File: src/rtl/mul6b_seq_pkg.sv
// ============================================================================
// Module  : mul6b_seq_pkg
// Brief   : Shared widths and FSM state encoding for the 6x6 sequential multiplier.
// Rev     : 1.0  initial release
// ============================================================================
`default_nettype none

package mul6b_seq_pkg;

    localparam int unsigned HALF_W = 3;
    localparam int unsigned OP_W   = 6;
    localparam int unsigned PP_W   = 6;
    localparam int unsigned PROD_W = 12;

    typedef enum logic [2:0] {
        ST_IDLE = 3'd0,
        ST_S0   = 3'd1,
        ST_S1   = 3'd2,
        ST_S2   = 3'd3,
        ST_S3   = 3'd4,
        ST_DONE = 3'd5
    } state_e;

endpackage

`default_nettype wire

File: src/rtl/mul6b_seq_mul3b.sv
// ============================================================================
// Module  : mul3b
// Brief   : 3x3-bit unsigned combinational multiplier, 6-bit product.
// Rev     : 1.0  initial release
// ============================================================================
`default_nettype none

module mul3b
    import mul6b_seq_pkg::*;
(
    input  logic [HALF_W-1:0] x,
    input  logic [HALF_W-1:0] y,
    output logic [PP_W-1:0]   z
);

    assign z = {{(PP_W-HALF_W){1'b0}}, x} * {{(PP_W-HALF_W){1'b0}}, y};

endmodule

`default_nettype wire

File: src/rtl/mul6b_seq.sv
// ============================================================================
// Module  : mul6b_seq
// Brief   : 6x6 unsigned multiplier, four partial products through one 3x3 unit.
// Rev     : 1.0  initial release
// ============================================================================
`default_nettype none

module mul6b_seq
    import mul6b_seq_pkg::*;
(
    input  logic              clk,
    input  logic              rst,
    input  logic              start,
    input  logic [OP_W-1:0]   a,
    input  logic [OP_W-1:0]   b,
    output logic              busy,
    output logic              done,
    output logic [PROD_W-1:0] p
);

    state_e              state_q, state_d;
    logic [OP_W-1:0]     a_q, a_d;
    logic [OP_W-1:0]     b_q, b_d;
    logic [PROD_W-1:0]   acc_q, acc_d;
    logic [PROD_W-1:0]   p_q, p_d;
    logic                busy_q, busy_d;
    logic                done_q, done_d;

    logic [HALF_W-1:0]   mul_x, mul_y;
    logic [PP_W-1:0]     mul_z;
    logic [PROD_W-1:0]   term;

    mul3b u_mul3b (
        .x (mul_x),
        .y (mul_y),
        .z (mul_z)
    );

    always_comb begin
        state_d = state_q;
        a_d     = a_q;
        b_d     = b_q;
        acc_d   = acc_q;
        p_d     = p_q;
        mul_x   = '0;
        mul_y   = '0;
        term    = '0;

        case (state_q)
            ST_IDLE, ST_DONE: begin
                if (start) begin
                    a_d     = a;
                    b_d     = b;
                    acc_d   = '0;
                    state_d = ST_S0;
                end else begin
                    state_d = ST_IDLE;
                end
            end
            ST_S0: begin
                mul_x   = a_q[HALF_W-1:0];
                mul_y   = b_q[HALF_W-1:0];
                term    = {{(PROD_W-PP_W){1'b0}}, mul_z};
                acc_d   = acc_q + term;
                state_d = ST_S1;
            end
            ST_S1: begin
                mul_x   = a_q[OP_W-1:HALF_W];
                mul_y   = b_q[HALF_W-1:0];
                term    = {{(PROD_W-PP_W-HALF_W){1'b0}}, mul_z, {HALF_W{1'b0}}};
                acc_d   = acc_q + term;
                state_d = ST_S2;
            end
            ST_S2: begin
                mul_x   = a_q[HALF_W-1:0];
                mul_y   = b_q[OP_W-1:HALF_W];
                term    = {{(PROD_W-PP_W-HALF_W){1'b0}}, mul_z, {HALF_W{1'b0}}};
                acc_d   = acc_q + term;
                state_d = ST_S3;
            end
            ST_S3: begin
                mul_x   = a_q[OP_W-1:HALF_W];
                mul_y   = b_q[OP_W-1:HALF_W];
                term    = {mul_z, {(PROD_W-PP_W){1'b0}}};
                acc_d   = acc_q + term;
                // Final term goes straight into p so it is valid in the DONE cycle.
                p_d     = acc_q + term;
                state_d = ST_DONE;
            end
            default: begin
                state_d = ST_IDLE;
            end
        endcase
    end

    // Flags follow the next state so they line up with the registered state.
    assign busy_d = (state_d == ST_S0) || (state_d == ST_S1) ||
                    (state_d == ST_S2) || (state_d == ST_S3);
    assign done_d = (state_d == ST_DONE);

    always_ff @(posedge clk) begin
        if (rst) begin
            state_q <= ST_IDLE;
            a_q     <= '0;
            b_q     <= '0;
            acc_q   <= '0;
            p_q     <= '0;
            busy_q  <= 1'b0;
            done_q  <= 1'b0;
        end else begin
            state_q <= state_d;
            a_q     <= a_d;
            b_q     <= b_d;
            acc_q   <= acc_d;
            p_q     <= p_d;
            busy_q  <= busy_d;
            done_q  <= done_d;
        end
    end

    assign busy = busy_q;
    assign done = done_q;
    assign p    = p_q;

endmodule

`default_nettype wire

File: config.mk
export PLATFORM = sky130hd
export DESIGN_NAME = mul6b_seq
export DESIGN_NICKNAME = d
export VERILOG_FILES = /design/src/rtl/mul6b_seq_pkg.sv /design/src/rtl/mul6b_seq_mul3b.sv /design/src/rtl/mul6b_seq.sv
export SDC_FILE = /design/constraint.sdc
export NUM_CORES = 1
export LEC_CHECK = 0
export ABC_CLOCK_PERIOD_IN_PS = 7600
export CORE_MARGIN = 2
export CORE_UTILIZATION = 40
export DETAILED_ROUTE_END_ITERATION = 8
export DONT_BUFFER_PORTS = 1
export PLACE_DENSITY = 0.52
export SLEW_MARGIN = 20
export SYNTH_ARGS = -nofsm -noshare
export SYNTH_HDL_FRONTEND = slang
export SYNTH_SLANG_ARGS = --single-unit
File: constraint.sdc
create_clock -name clk -period 7.6 [get_ports clk]
set_input_delay 1.52 -clock clk [delete_from_list [all_inputs] [get_ports clk]]
set_output_delay 1.52 -clock clk [all_outputs]
set_load 0.05 [all_outputs]
==> impl_metrics.env, run 1 <==
export IMPL_relSlewSlack=0.412
export IMPL_gr_total_overflow=0
export IMPL_cts_tree="built"
export IMPL_stdcell_count=375
export IMPL_worst_slew_pin_slew_ns=0.880
export IMPL_total_leakage_power_uw=0.00118
export IMPL_setup_violations_final=0
export IMPL_min_period_over_period=0.624
export IMPL_synth_nets=348
export IMPL_clock_latency_ns=0.30
export IMPL_die_h_um=85.1
export IMPL_synth_warnings=0
export IMPL_synth_edff_count=0
export IMPL_timing_hold_ws_ns=0.487
export IMPL_routed_wl_um=6210
export IMPL_dp_cells=367
export IMPL_syn_cell_area_um2=2630
export IMPL_nets=342
export IMPL_critical_path_required_ns=7.78
export IMPL_vias_per_cell=5.62
export IMPL_cts_sinks=41
export IMPL_hold_class="flip-flop to flip-flop"
export IMPL_place_congestion=0.867
export IMPL_io_pins=29
export IMPL_areaGrowthSynthToFinish_pct=4.56
export IMPL_num_vias=2108
export IMPL_crit_type="flip-flop to flip-flop"
export IMPL_synth_seq_cells=41
export IMPL_wl_per_cell_um=16.5
export IMPL_place_area_um2=2650
export IMPL_antenna_found_initial=0
export IMPL_diodes=0
export IMPL_die_w_um=85.1
export IMPL_synth_cell_type_count=45
export IMPL_cts_inserted_buffers=5
export IMPL_io_buffer_count=0
export IMPL_finalClockSkew_ns=0.00588
export IMPL_cts_clk_slew_worst_paths_ns=0.08
export IMPL_powerDensity_nw_per_um2=165
export IMPL_h_tree_depth=2
export IMPL_drtIter0Drc=131
export IMPL_finalCoreUtilization=0.434
export IMPL_setup_worst_path_start_class="flip-flop"
export IMPL_ys_flop_type="dfxtp_1"
export IMPL_drtPass1Iterations=4
export IMPL_grt_pass1_wl_um=10200
export IMPL_rsz0062_at_grt="no"
export IMPL_clockBufferDepth=2
export IMPL_drive_gt1_frac=0.0403
export IMPL_place_hpwl_um=4710
export IMPL_synth_area_per_cell_um2=8.66
export IMPL_grt_pass1_vias=1921
export IMPL_cts_resized=0
export IMPL_status="complete, no violations"
export IMPL_cts_hold_fix_buffers=0
export IMPL_dieArea_um2=7250
export IMPL_arrival_ns=4.92
export IMPL_path_max_fanout=18
export IMPL_cap_violations=0
export IMPL_root_buffer="clkbuf_8"
export IMPL_tns_ns=0
export IMPL_hold_violations=0
export IMPL_fmax_ghz=0.211
export IMPL_peakVddDrop_mv=0.100
export IMPL_syn_inst=304
export IMPL_postCtsSetupBuffers=0
export IMPL_core_area_um2=6350
export IMPL_initial_utilization=0.415
export IMPL_drc=0
export IMPL_drv_slew=0
export IMPL_grt_util_all_layers=0.177
export IMPL_period_needed_ns=4.74
export IMPL_stdcell_area_um2=2750
export IMPL_detail_route_antenna_nets=0
export IMPL_setup_worst_path_end_class="flip-flop"
export IMPL_grt_max_degree=42
export IMPL_rows=29
export IMPL_ys_seq_area_frac=0.312
export IMPL_async_flop_share=0
==> registers in the layout (all words and copies together), names as in the netlist <==
register / count
acc_q: 12
done: 1
state_q: 3
busy: 1
p: 12
b_q: 6
a_q: 6
==> layer usage <==
| layer | vias up | part of all wire | track usage |
|---|---|---|---|
| li1 | 1074 | - | - |
| met1 | 978 | 0.51 | 0.258 |
| met2 | 47 | 0.43 | 0.261 |
| met3 | 9 | 0.041 | 0.0379 |
| met4 | 0 | 0.018 | 0.0563 |
| met5 | - | 0 | 0 |
==> cells by family after synthesis <==
family | share of synthesized area
AND/OR/NAND/NOR | 0.185
buffers and inverters | 0.0394
AO/OA/AOI/OAI | 0.214
flip-flops | 0.312
XOR/XNOR | 0.0518
adder cells (fa/ha/maj) | 0.152
multiplexers | 0.0456
==> cells in the final DEF, fill, tap and decap left out, types with 7 or more instances in the layout <==
cell type / n
mux2i_1: 12
xnor2_1: 10
nor2_1: 35
o211ai_1: 7
dfxtp_1: 41
nand2b_1: 7
a21o_1: 7
a21oi_1: 26
inv_1: 7
a22oi_1: 8
nand2_1: 35
ha_1: 24
==> area by class of cell <==
cell class	count	area, um^2
fillers	643	3600
clock buffers	6	82.6
repair buffers	1	11.3
multi-input cells	242	1710
clock inverters	1	7.51
flip-flops and latches	41	821
well taps	77	96.3
inverters	7	26.3
==> through the flow <==
stage	power (uW)	setup WS [ns]
floorplan	296	3.75
global placement	304	3.01
detailed placement	304	2.90
CTS	458	2.89
global route	475	2.61
finish	455	2.86
==> critical path, cell delays in order (launching register included) <==
cell and delay, ns:
dfxtp_1 0.59, nand2_1 0.50, nand2_1 0.30, a22oi_1 0.14, or2_1 0.27, fa_1 0.53
inv_1 0.04, ha_1 0.21, fa_1 0.38, xor2_1 0.35, ha_1 0.26, o211ai_1 0.11
a21oi_1 0.26, o211ai_1 0.17, xnor2_1 0.15, a221oi_1 0.26, a21oi_1 0.10
==> power by group <==
| part | internal (uW) | leakage [uW] | switching [uW] |
|---|---|---|---|
| Sequential | 224 | 0.000333 | 12.4 |
| Clock | 72.0 | 0.0000433 | 81.9 |
| Combinational | 25.1 | 0.000807 | 39.4 |
==> final timing paths <==
check / to / startpoint / slack [ns] / cells past startpoint
worst max-delay path: acc_q[8] / state_q[2] / 2.86 / 16
worst min-delay path: p[2] / acc_q[2] / 0.49 / 2
worst max register to register: acc_q[8] / state_q[2] / 2.86 / 16
worst min register to register: p[2] / acc_q[2] / 0.49 / 2
==> cells in the mapped netlist (all sizes together) (2+ instances only) <==
cell / instances / area share
a31oi: 5 / 0.012
inv: 7 / 0.010
or2: 4 / 0.0095
a22oi: 8 / 0.023
a21o: 7 / 0.020
a211oi: 4 / 0.011
ha: 24 / 0.11
o211ai: 7 / 0.020
nand3: 3 / 0.0057
buf: 5 / 0.017
o21ai: 9 / 0.017
a21oi: 27 / 0.053
mux2i: 12 / 0.046
a211o: 3 / 0.010
clkbuf: 9 / 0.013
xnor2: 10 / 0.033
xor2: 3 / 0.010
nand2: 35 / 0.050
nand2b: 7 / 0.017
o21a: 2 / 0.0057
o21bai: 3 / 0.0086
a222oi: 2 / 0.0076
dfxtp: 41 / 0.31
nor3: 4 / 0.0076
nor2b: 7 / 0.019
o2111ai: 2 / 0.0067
fa: 5 / 0.038
or3: 2 / 0.0047
nor2: 35 / 0.050
(Power assumes the default switching activity.)
==> inputs of run 2 (changes only) <==
- ABC_CLOCK_PERIOD_IN_PS: 7600 -> 3800
- PLACE_DENSITY: 0.52 -> 0.54
- clock period: 7.6 -> 3.8 ns (I/O delays scaled with it)
==> impl_metrics.env, run 2 (synthesis gave the netlist of run 1 again) <==
export IMPL_status="finished, violations left"
export IMPL_violations="negative setup slack"
export IMPL_finalClockSkew_ns=0.00713
export IMPL_crit_top_cell="o211ai_1"
export IMPL_gr_total_overflow=0
export IMPL_relSlewSlack=0.428
export IMPL_clock_latency_ns=0.30
export IMPL_num_vias=2298
export IMPL_detail_route_antenna_nets=0
export IMPL_cts_hold_fix_buffers=0
export IMPL_rows=29
export IMPL_cp_cell_sequence="buf_6 -> nand2b_4 -> a21oi_4 -> a22oi_2 -> or2_1 -> fa_1 -> inv_1 -> ha_2 -> fa_2 -> xor2_4 -> ha_4 -> o211ai_1 -> a21oi_2 -> o211ai_1 -> xnor2_1 -> a221oi_1 -> a21oi_1"
export IMPL_cts_tree="built"
export IMPL_swShare=0.285
export IMPL_slowest_stage="fa_1"
export IMPL_hold_violations=0
export IMPL_setup_worst_path_start="state_q[1]"
export IMPL_arrival_ns=4.00
export IMPL_drtPass1Iterations=4
export IMPL_drv_slew=0
export IMPL_grt_pass1_wl_um=11100
export IMPL_wl_per_cell_um=16.6
export IMPL_clockBufferDepth=2
export IMPL_cts_clk_slew_worst_paths_ns=0.09
export IMPL_root_buffer="clkbuf_8"
export IMPL_worstSetupEndpoint="acc_q[8]"
export IMPL_cts_sinks=41
export IMPL_switchingPower_uw=298
export IMPL_h_tree_depth=2
export IMPL_final_cell_mix="buf_4, dfxtp_1, nor2_1, nand2_1, a21oi_1"
export IMPL_slowest_delay_ns=0.54
export IMPL_core_area_um2=6350
export IMPL_power_frac_seq=0.454
export IMPL_reg2reg_depth=17
export IMPL_rsz0062_at_grt="yes"
export IMPL_initial_utilization=0.415
export IMPL_cts_inserted_buffers=5
export IMPL_r2r_start="state_q[1]"
export IMPL_cap_violations=0
export IMPL_place_congestion=0.934
export IMPL_place_hpwl_um=4760
export IMPL_setup_worst_path_start_class="flip-flop"
export IMPL_drive_gt1_frac=0.263
export IMPL_stdcell_count=419
export IMPL_place_area_um2=2940
export IMPL_grt_max_degree=42
export IMPL_period_needed_ns=3.81
export IMPL_dieArea_um2=7250
export IMPL_io_pins=29
export IMPL_timing_rr_end="acc_q[8]"
export IMPL_min_period_over_period=1.00
export IMPL_final_common_cell="buf_4"
export IMPL_hold_class="flip-flop to flip-flop"
export IMPL_p_comb_frac=0.197
export IMPL_die_w_um=85.1
export IMPL_timing_hold_ws_ns=0.480
export IMPL_setup_violations_final=1
export IMPL_setup_worst_path_end_class="flip-flop"
export IMPL_multi_input_area_um2=1950
export IMPL_timing_final_ws_setup_ns=-0.0109
export IMPL_grt_util_all_layers=0.194
export IMPL_critical_path_required_ns=3.99
export IMPL_drc=0
export IMPL_path_max_fanout=5
export IMPL_nFillCells=575
export IMPL_stdcell_area_um2=3360
export IMPL_io_buffer_count=0
export IMPL_fmax_ghz=0.262
export IMPL_nets=385
export IMPL_regToRegSetupSlack_ns=-0.01
export IMPL_drtIter0Drc=90
export IMPL_antenna_found_initial=0
export IMPL_peakVddDrop_mv=0.180
export IMPL_p_int_uw=748
export IMPL_dp_cells=403
export IMPL_seqCellArea_um2=830
export IMPL_total_leakage_power_uw=0.00142
export IMPL_clock_power_share=0.349
export IMPL_powerDensity_nw_per_um2=311
export IMPL_grt_pass1_vias=2244
export IMPL_worst_slew_pin_slew_ns=0.857
export IMPL_vias_per_cell=5.48
export IMPL_diodes=0
export IMPL_die_h_um=85.1
export IMPL_routed_wl_um=6940
export IMPL_areaGrowthSynthToFinish_pct=27.5
export IMPL_crit_type="flip-flop to flip-flop"
run 2: power groups by stage:
stage                     combinational, uW  sequential, uW  clock, uW
after floorplan                         127             472          0
after global placement                  161             479          0
after detailed placement                162             479          0
after CTS                               170             471        374
after global routing                    224             478        387
final                                   206             475        365
run 2: area by class of cell:
| type | instances | area share |
|---|---|---|
| Timing Repair Buffer | 44 | 0.102 |
| Sequential cell | 41 | 0.247 |
| Inverter | 7 | 0.00782 |
| Multi-Input combinational cell | 242 | 0.582 |
| Tap cell | 77 | 0.0287 |
| Clock buffer | 6 | 0.0216 |
| Clock inverter | 2 | 0.0115 |
run 2: metal layers:
layer | track usage | share of wire | vias up
li1 | - | - | 1162
met5 | 0 | 0 | -
met2 | 0.323 | 0.48 | 37
met1 | 0.254 | 0.47 | 1089
met3 | 0.0340 | 0.031 | 10
met4 | 0.0678 | 0.024 | 0
run 2: worst min path at each step:
| stage | depth (start not counted) | endpoint | startpoint |
|---|---|---|---|
| finish | 2 | p[0] | acc_q[0] |
| global route | 1 | p[2] | rst |
| CTS | 2 | p[0] | acc_q[0] |
| detailed placement | 2 | p[0] | acc_q[0] |
| global placement | 2 | p[0] | acc_q[0] |
| floorplan | 2 | p[0] | acc_q[0] |
run 2: through the flow:
step	setup TNS, ns	setup slack [ns]	total power, uW	util
after floorplan	0	0.0151	598	-
after global placement	-0.694	-0.212	640	0.463
after detailed placement	-0.817	-0.212	641	0.463
after CTS	0	0.00497	1020	0.499
after global routing	-0.576	-0.111	1090	0.529
final	-0.0109	-0.0109	1050	0.529
run 2: repair_timing:
action / CTS / global route
endpoints found under the setup margin: 9 / 9
gates resized for setup: 23 / 26
setup buffers: 1 / 6
pin swaps: 11 / 29
run 2: critical path: cells and delay by family (launching register included):
family                     cells  cell delay [ns]
and+or+nand+nor                2             0.30
buffers and inverters          2             0.16
AOI/OAI and AO/OA              7             1.06
adders and majority gates      4             1.40
xor gates and xnor gates       2             0.35
DFF                            1             0.41
==> inputs of run 3 (changes only) <==
- CTS_CLUSTER_DIAMETER: default -> 60
- SETUP_SLACK_MARGIN: default -> 0.05
==> impl_metrics.env, run 3 (synthesis gave the netlist of run 1 again) <==
export IMPL_status="complete, no violations"
export IMPL_clockBufferDepth=2
export IMPL_grt_pass1_wl_um=10800
export IMPL_num_vias=2252
export IMPL_initial_utilization=0.415
export IMPL_final_cell_mix="dfxtp_1, nor2_1, buf_4, nand2_1"
export IMPL_place_congestion=0.851
export IMPL_setup_worst_path_end_class="flip-flop"
export IMPL_setup_worst_path_start_class="flip-flop"
export IMPL_cts_tree="built"
export IMPL_drtPass1Iterations=4
export IMPL_clock_latency_ns=0.30
export IMPL_hold_violations=0
export IMPL_detail_route_antenna_nets=0
export IMPL_h_tree_depth=2
export IMPL_arrival_ns=4.00
export IMPL_io_pins=29
export IMPL_dieArea_um2=7250
export IMPL_powerDensity_nw_per_um2=322
export IMPL_root_buffer="clkbuf_8"
export IMPL_worst_slew_pin_slew_ns=0.973
export IMPL_rows=29
export IMPL_min_period_over_period=0.992
export IMPL_cap_violations=0
export IMPL_final_common_cell="dfxtp_1"
export IMPL_finalClockSkew_ns=0.00875
export IMPL_drc=0
export IMPL_timing_final_ws_setup_ns=0.0303
export IMPL_grt_util_all_layers=0.189
export IMPL_areaGrowthSynthToFinish_pct=24.3
export IMPL_antenna_found_initial=0
export IMPL_io_buffer_count=0
export IMPL_rsz0062_at_grt="yes"
export IMPL_die_h_um=85.1
export IMPL_path_max_fanout=5
export IMPL_setup_violations_final=0
export IMPL_timing_hold_ws_ns=0.482
export IMPL_hold_class="flip-flop to flip-flop"
export IMPL_gr_total_overflow=0
export IMPL_drive_gt1_frac=0.251
export IMPL_stdcell_area_um2=3270
export IMPL_period_needed_ns=3.77
export IMPL_peakVddDrop_mv=0.196
export IMPL_die_w_um=85.1
export IMPL_place_hpwl_um=4790
export IMPL_drv_slew=0
export IMPL_place_area_um2=2960
export IMPL_routed_wl_um=6640
export IMPL_diodes=0
export IMPL_vias_per_cell=5.48
export IMPL_finalPower_uw=1050
export IMPL_cts_clk_slew_worst_paths_ns=0.09
export IMPL_critical_path_required_ns=4.03
export IMPL_post_place_ws_ns=-0.160
export IMPL_nets=377
export IMPL_grt_pass1_vias=2212
export IMPL_drtIter0Drc=101
export IMPL_finalCoreUtilization=0.515
export IMPL_wl_per_cell_um=16.2
export IMPL_total_leakage_power_uw=0.00138
export IMPL_crit_type="flip-flop to flip-flop"
export IMPL_grt_max_degree=42
export IMPL_core_area_um2=6350
export IMPL_fmax_ghz=0.265
export IMPL_cts_sinks=41
export IMPL_cts_inserted_buffers=5
export IMPL_relSlewSlack=0.350
==> run 3: changes by cell type in the layout (fill, tap and decap cells not counted), sizes merged <==
cell,before,now
clkinv,1,0
buf,44,36
clkinvlp,0,1
==> run 3: stage by stage <==
step | cells | setup TNS [ns]
6_report | 411 | 0
3_3_place_gp | 401 | -0.199
2_1_floorplan | 304 | 0
3_5_place_dp | 401 | -0.504
5_1_grt | 411 | -0.597
4_1_cts | 410 | 0
==> run 3: final cells by class <==
| cell class | instances | area (um^2) |
|---|---|---|
| Clock buffer | 6 | 82.6 |
| Fill cell | 590 | 3080 |
| Clock inverter | 2 | 37.5 |
| Inverter | 7 | 26.3 |
| Multi-Input combinational cell | 242 | 1920 |
| Timing Repair Buffer | 36 | 285 |
| Sequential cell | 41 | 830 |
| Tap cell | 77 | 96.3 |
==> run 3: per-layer routing <==
metal,share of wire,up-vias,track usage
met5,0,-,0
met1,0.49,1068,0.256
met2,0.47,32,0.307
met3,0.034,6,0.0331
met4,0.012,0,0.0563
li1,-,1146,-
==> run 3: worst paths after layout <==
kind / end / slack, ns / cells past startpoint / start
setup reg to reg: acc_q[10] / 0.03 / 18 / state_q[1]
hold reg to reg: p[2] / 0.48 / 2 / acc_q[2]
hold / removal: p[2] / 0.48 / 2 / acc_q[2]
setup / recovery: acc_q[10] / 0.03 / 18 / state_q[1]
==> run 3: worst max-delay path, stage by stage, from the launching register on <==
cell and delay [ns]:
dfxtp_4 0.38, buf_6 0.13, nor2_4 0.08, nand2_2 0.07, nand2_4 0.09, a22oi_2 0.06, or2_1 0.26, fa_1 0.55
inv_2 0.05, ha_4 0.15, fa_2 0.39, xor2_4 0.18, buf_4 0.15, ha_1 0.30, or3_1 0.33, o2111ai_2 0.10
xnor2_1 0.13, a22oi_1 0.10, a31oi_1 0.19
==> run 3: repair_timing <==
| action | in CTS | in global routing |
|---|---|---|
| endpoints found under the hold margin | 0 | 0 |
| endpoints found under the setup margin | 8 | 9 |
| pin swaps | 10 | 19 |
| hold buffers | 0 | 0 |
| buffers inserted | 1 | 0 |
| resized for setup | 17 | 25 |
==> run 3: power breakdown <==
part | total [uW] | switching [uW] | internal (uW)
sequential | 473 | 24.0 | 449
combinational | 200 | 104 | 95.3
clock | 381 | 167 | 214
==> RTL change, RTL diff (flow settings as in run 2) <==
Add an input register stage for `start`, `a` and `b`, without a reset; this delays them by one clock.
--- a/src/rtl/mul6b_seq.sv
+++ b/src/rtl/mul6b_seq.sv
@@ -19,2 +19,12 @@
 );
+
+    logic start_q;
+    logic [OP_W-1:0] a_r;
+    logic [OP_W-1:0] b_r;
+
+    always_ff @(posedge clk) begin
+        start_q <= start;
+        a_r     <= a;
+        b_r     <= b;
+    end
 
@@ -50,5 +60,5 @@
             ST_IDLE, ST_DONE: begin
-                if (start) begin
-                    a_d     = a;
-                    b_d     = b;
+                if (start_q) begin
+                    a_d     = a_r;
+                    b_d     = b_r;
                     acc_d   = '0;
Formal check against the unedited RTL: not equivalent (Yosys sat finds a counterexample within 4 cycles, from zero or initial values and one cycle with rst high).
==> RTL change against run 2 <==
Clock power shrank 9.6%; worst setup slack got worse by 48 ps; design area grew 6.5%; sequential share of layout area up 5.8 points; the flow still finishes with violations (setup timing); non-clock buffer count is 7 lower; wire length increased by 1.6%; count of clock-buffer cells in the layout unchanged; combinational power fell by 13%; synthesized area grew 12%; power increased by 8.2%; sequential cell count is 13 higher; via count grew 5.4%; core utilization fell by 3.0 points.
==> RTL change: results (changes against run 2) <==
[synthesis] per-instance average area after synthesis 8.89 sq um [+2.6%]
[grt] vias in the first global route 2,388 [+6.4%]
[synthesis] Netlist cell types 51 [+13%]
[synthesis] number of nets in the synthesized netlist 375 [+7.8%]
[grt] global-route wire length before repair 11,800 um [+6.4%]
[run_status] violations in the final reports setup timing
[timing] final setup slack of the worst path -58.5 ps [-47.6 ps]
[final_layout] final cell count without fillers 459 [+9.5%]
[run_status] status finished with violations
[min_path] Hold Path Depth 2 [unchanged]
[timing] pins over their slew limit 0 [unchanged]
[final_layout] fraction of layout cells with a size suffix above 1 21.9% [-4.4 points]
[timing] Max-slew headroom 45.6% [+2.8 points]
[final_layout] Final Net Count 403 [+4.7%]
[placement] half-perimeter wire length after placement 5240 um [+10%]
[synthesis] sequential cell area fraction in the yosys report 36.7% [+5.6 points]
[timing] Setup Skew 7.21 ps [+0.0738 ps]
[placement] post-placement cell count 443 [+9.9%]
[timing] Post-Route Hold Slack 471 ps [-8.99 ps]
[placement] cell area after placement 0.00327 sq mm [+11%]
[pwr] highest ir drop seen on vdd 0.195 mV [+8.3%]
[timing] Setup TNS Final -114 ps [-103 ps]
[pwr] leakage component of the power 1.51 nW [+6.1%]
[routing] Avg Vias per Cell 5.27 [-3.8%]
[worst_setup_path] delay contributed by the slowest stage of the critical path 590 ps [+50 ps]
[timing] count of endpoints failing setup in the final report 2 [+1]
[worst_setup_path] maximum net fanout on the critical path 6 [+1]
[placement] worst slack, placed -220 ps [-7.68 ps]
[final_layout] number of fill cells in the layout 669 [+16%]
[grt] pin count of the biggest net entering global routing 43 [+2.4%]
[placement] gp weighted congestion 0.920 [-1.5%]
[worst_setup_path] arrival time at the worst endpoint 4040 ps [+40 ps]
[grt] total routing usage reported by global routing 17.9% [-1.6 points]
[worst_setup_path] CP max stage cell sky130_fd_sc_hd__fa_2
[routing] Detailed Route Iter0 Violations 92 [+2.2%]
[synthesis] list of most frequent post-synthesis cells 54 x sky130_fd_sc_hd__dfxtp_1, 44 x sky130_fd_sc_hd__nor2_1, 32 x sky130_fd_sc_hd__nand2_1
## RTL change: changes by cell type in the layout (fill, tap and decap cells not counted), sizes merged, moves of 3 or more
cell and delta:
o211ai -4, o21ai -3, buf -7, inv +3, nor2 +9, nand2 -3, a21oi +4, dfxtp +13
xor2 +3, and2 +3, nor2b -3
## RTL change: worst max-delay path, delay by kind of cell, from the launching register on
kind / cells / cell delay (ps)
xor gates and xnor gates: 1 / 190
adders and majority gates: 4 / 1490
DFF: 1 / 430
and+or+nand+nor: 3 / 510
buffers and inverters: 2 / 190
AOI/OAI and AO/OA: 7 / 940
## RTL change: cell families (layout without fill, tap and decap cells)
family	after synthesis	count (layout)	share of synthesized area, %
compound gates	84	84	19.0
xor+xnor	16	16	5.23
fa+ha+maj	29	29	13.6
buf+inv	25	54	3.74
flops	54	54	36.7
mux	12	12	4.08
simple gates	111	111	17.6
## RTL change: final timing paths
| check | startpoint | endpoint |
|---|---|---|
| setup / recovery | state_q[1]$_SDFF_PP0_ | acc_q[10]$_SDFFE_PP0P_ |
| hold / removal | b_r[1]$_DFF_P_ | b_q[1]$_SDFFE_PP0P_ |
| setup reg to reg | state_q[1]$_SDFF_PP0_ | acc_q[10]$_SDFFE_PP0P_ |
| hold reg to reg | b_r[1]$_DFF_P_ | b_q[1]$_SDFFE_PP0P_ |
## RTL change: timing repair
| item | in CTS | in global routing |
|---|---|---|
| resized for setup | 16 | 19 |
| cloned | 0 | 0 |
| pin swaps | 13 | 19 |
| buffers inserted | 3 | 5 |
| endpoints found under the setup margin | 7 | 10 |
## RTL change: cell type report
cell class,count,area [sq um],share of cell area (%)
clock buffers,6,72.6,2.03
clock inverters,2,17.5,0.490
inverters,9,33.8,0.944
multi-input cells,252,1960,54.7
flip-flops and latches,54,1090,30.5
well taps,99,124,3.46
repair buffers,37,282,7.87
## RTL change: routing by layer
metal,vias up,global-route usage (%),part of all wire [%]
met5,-,0,0
met4,0,4.10,0.79
li1,1226,-,-
met3,4,2.51,2.9
met2,43,30.5,49
met1,1148,24.1,48
## RTL change: where the power goes
part / internal, mW / total, mW / switching (mW)
Sequential: 0.592 / 0.621 / 0.0292
Combinational: 0.0839 / 0.179 / 0.0954
Clock: 0.134 / 0.330 / 0.196
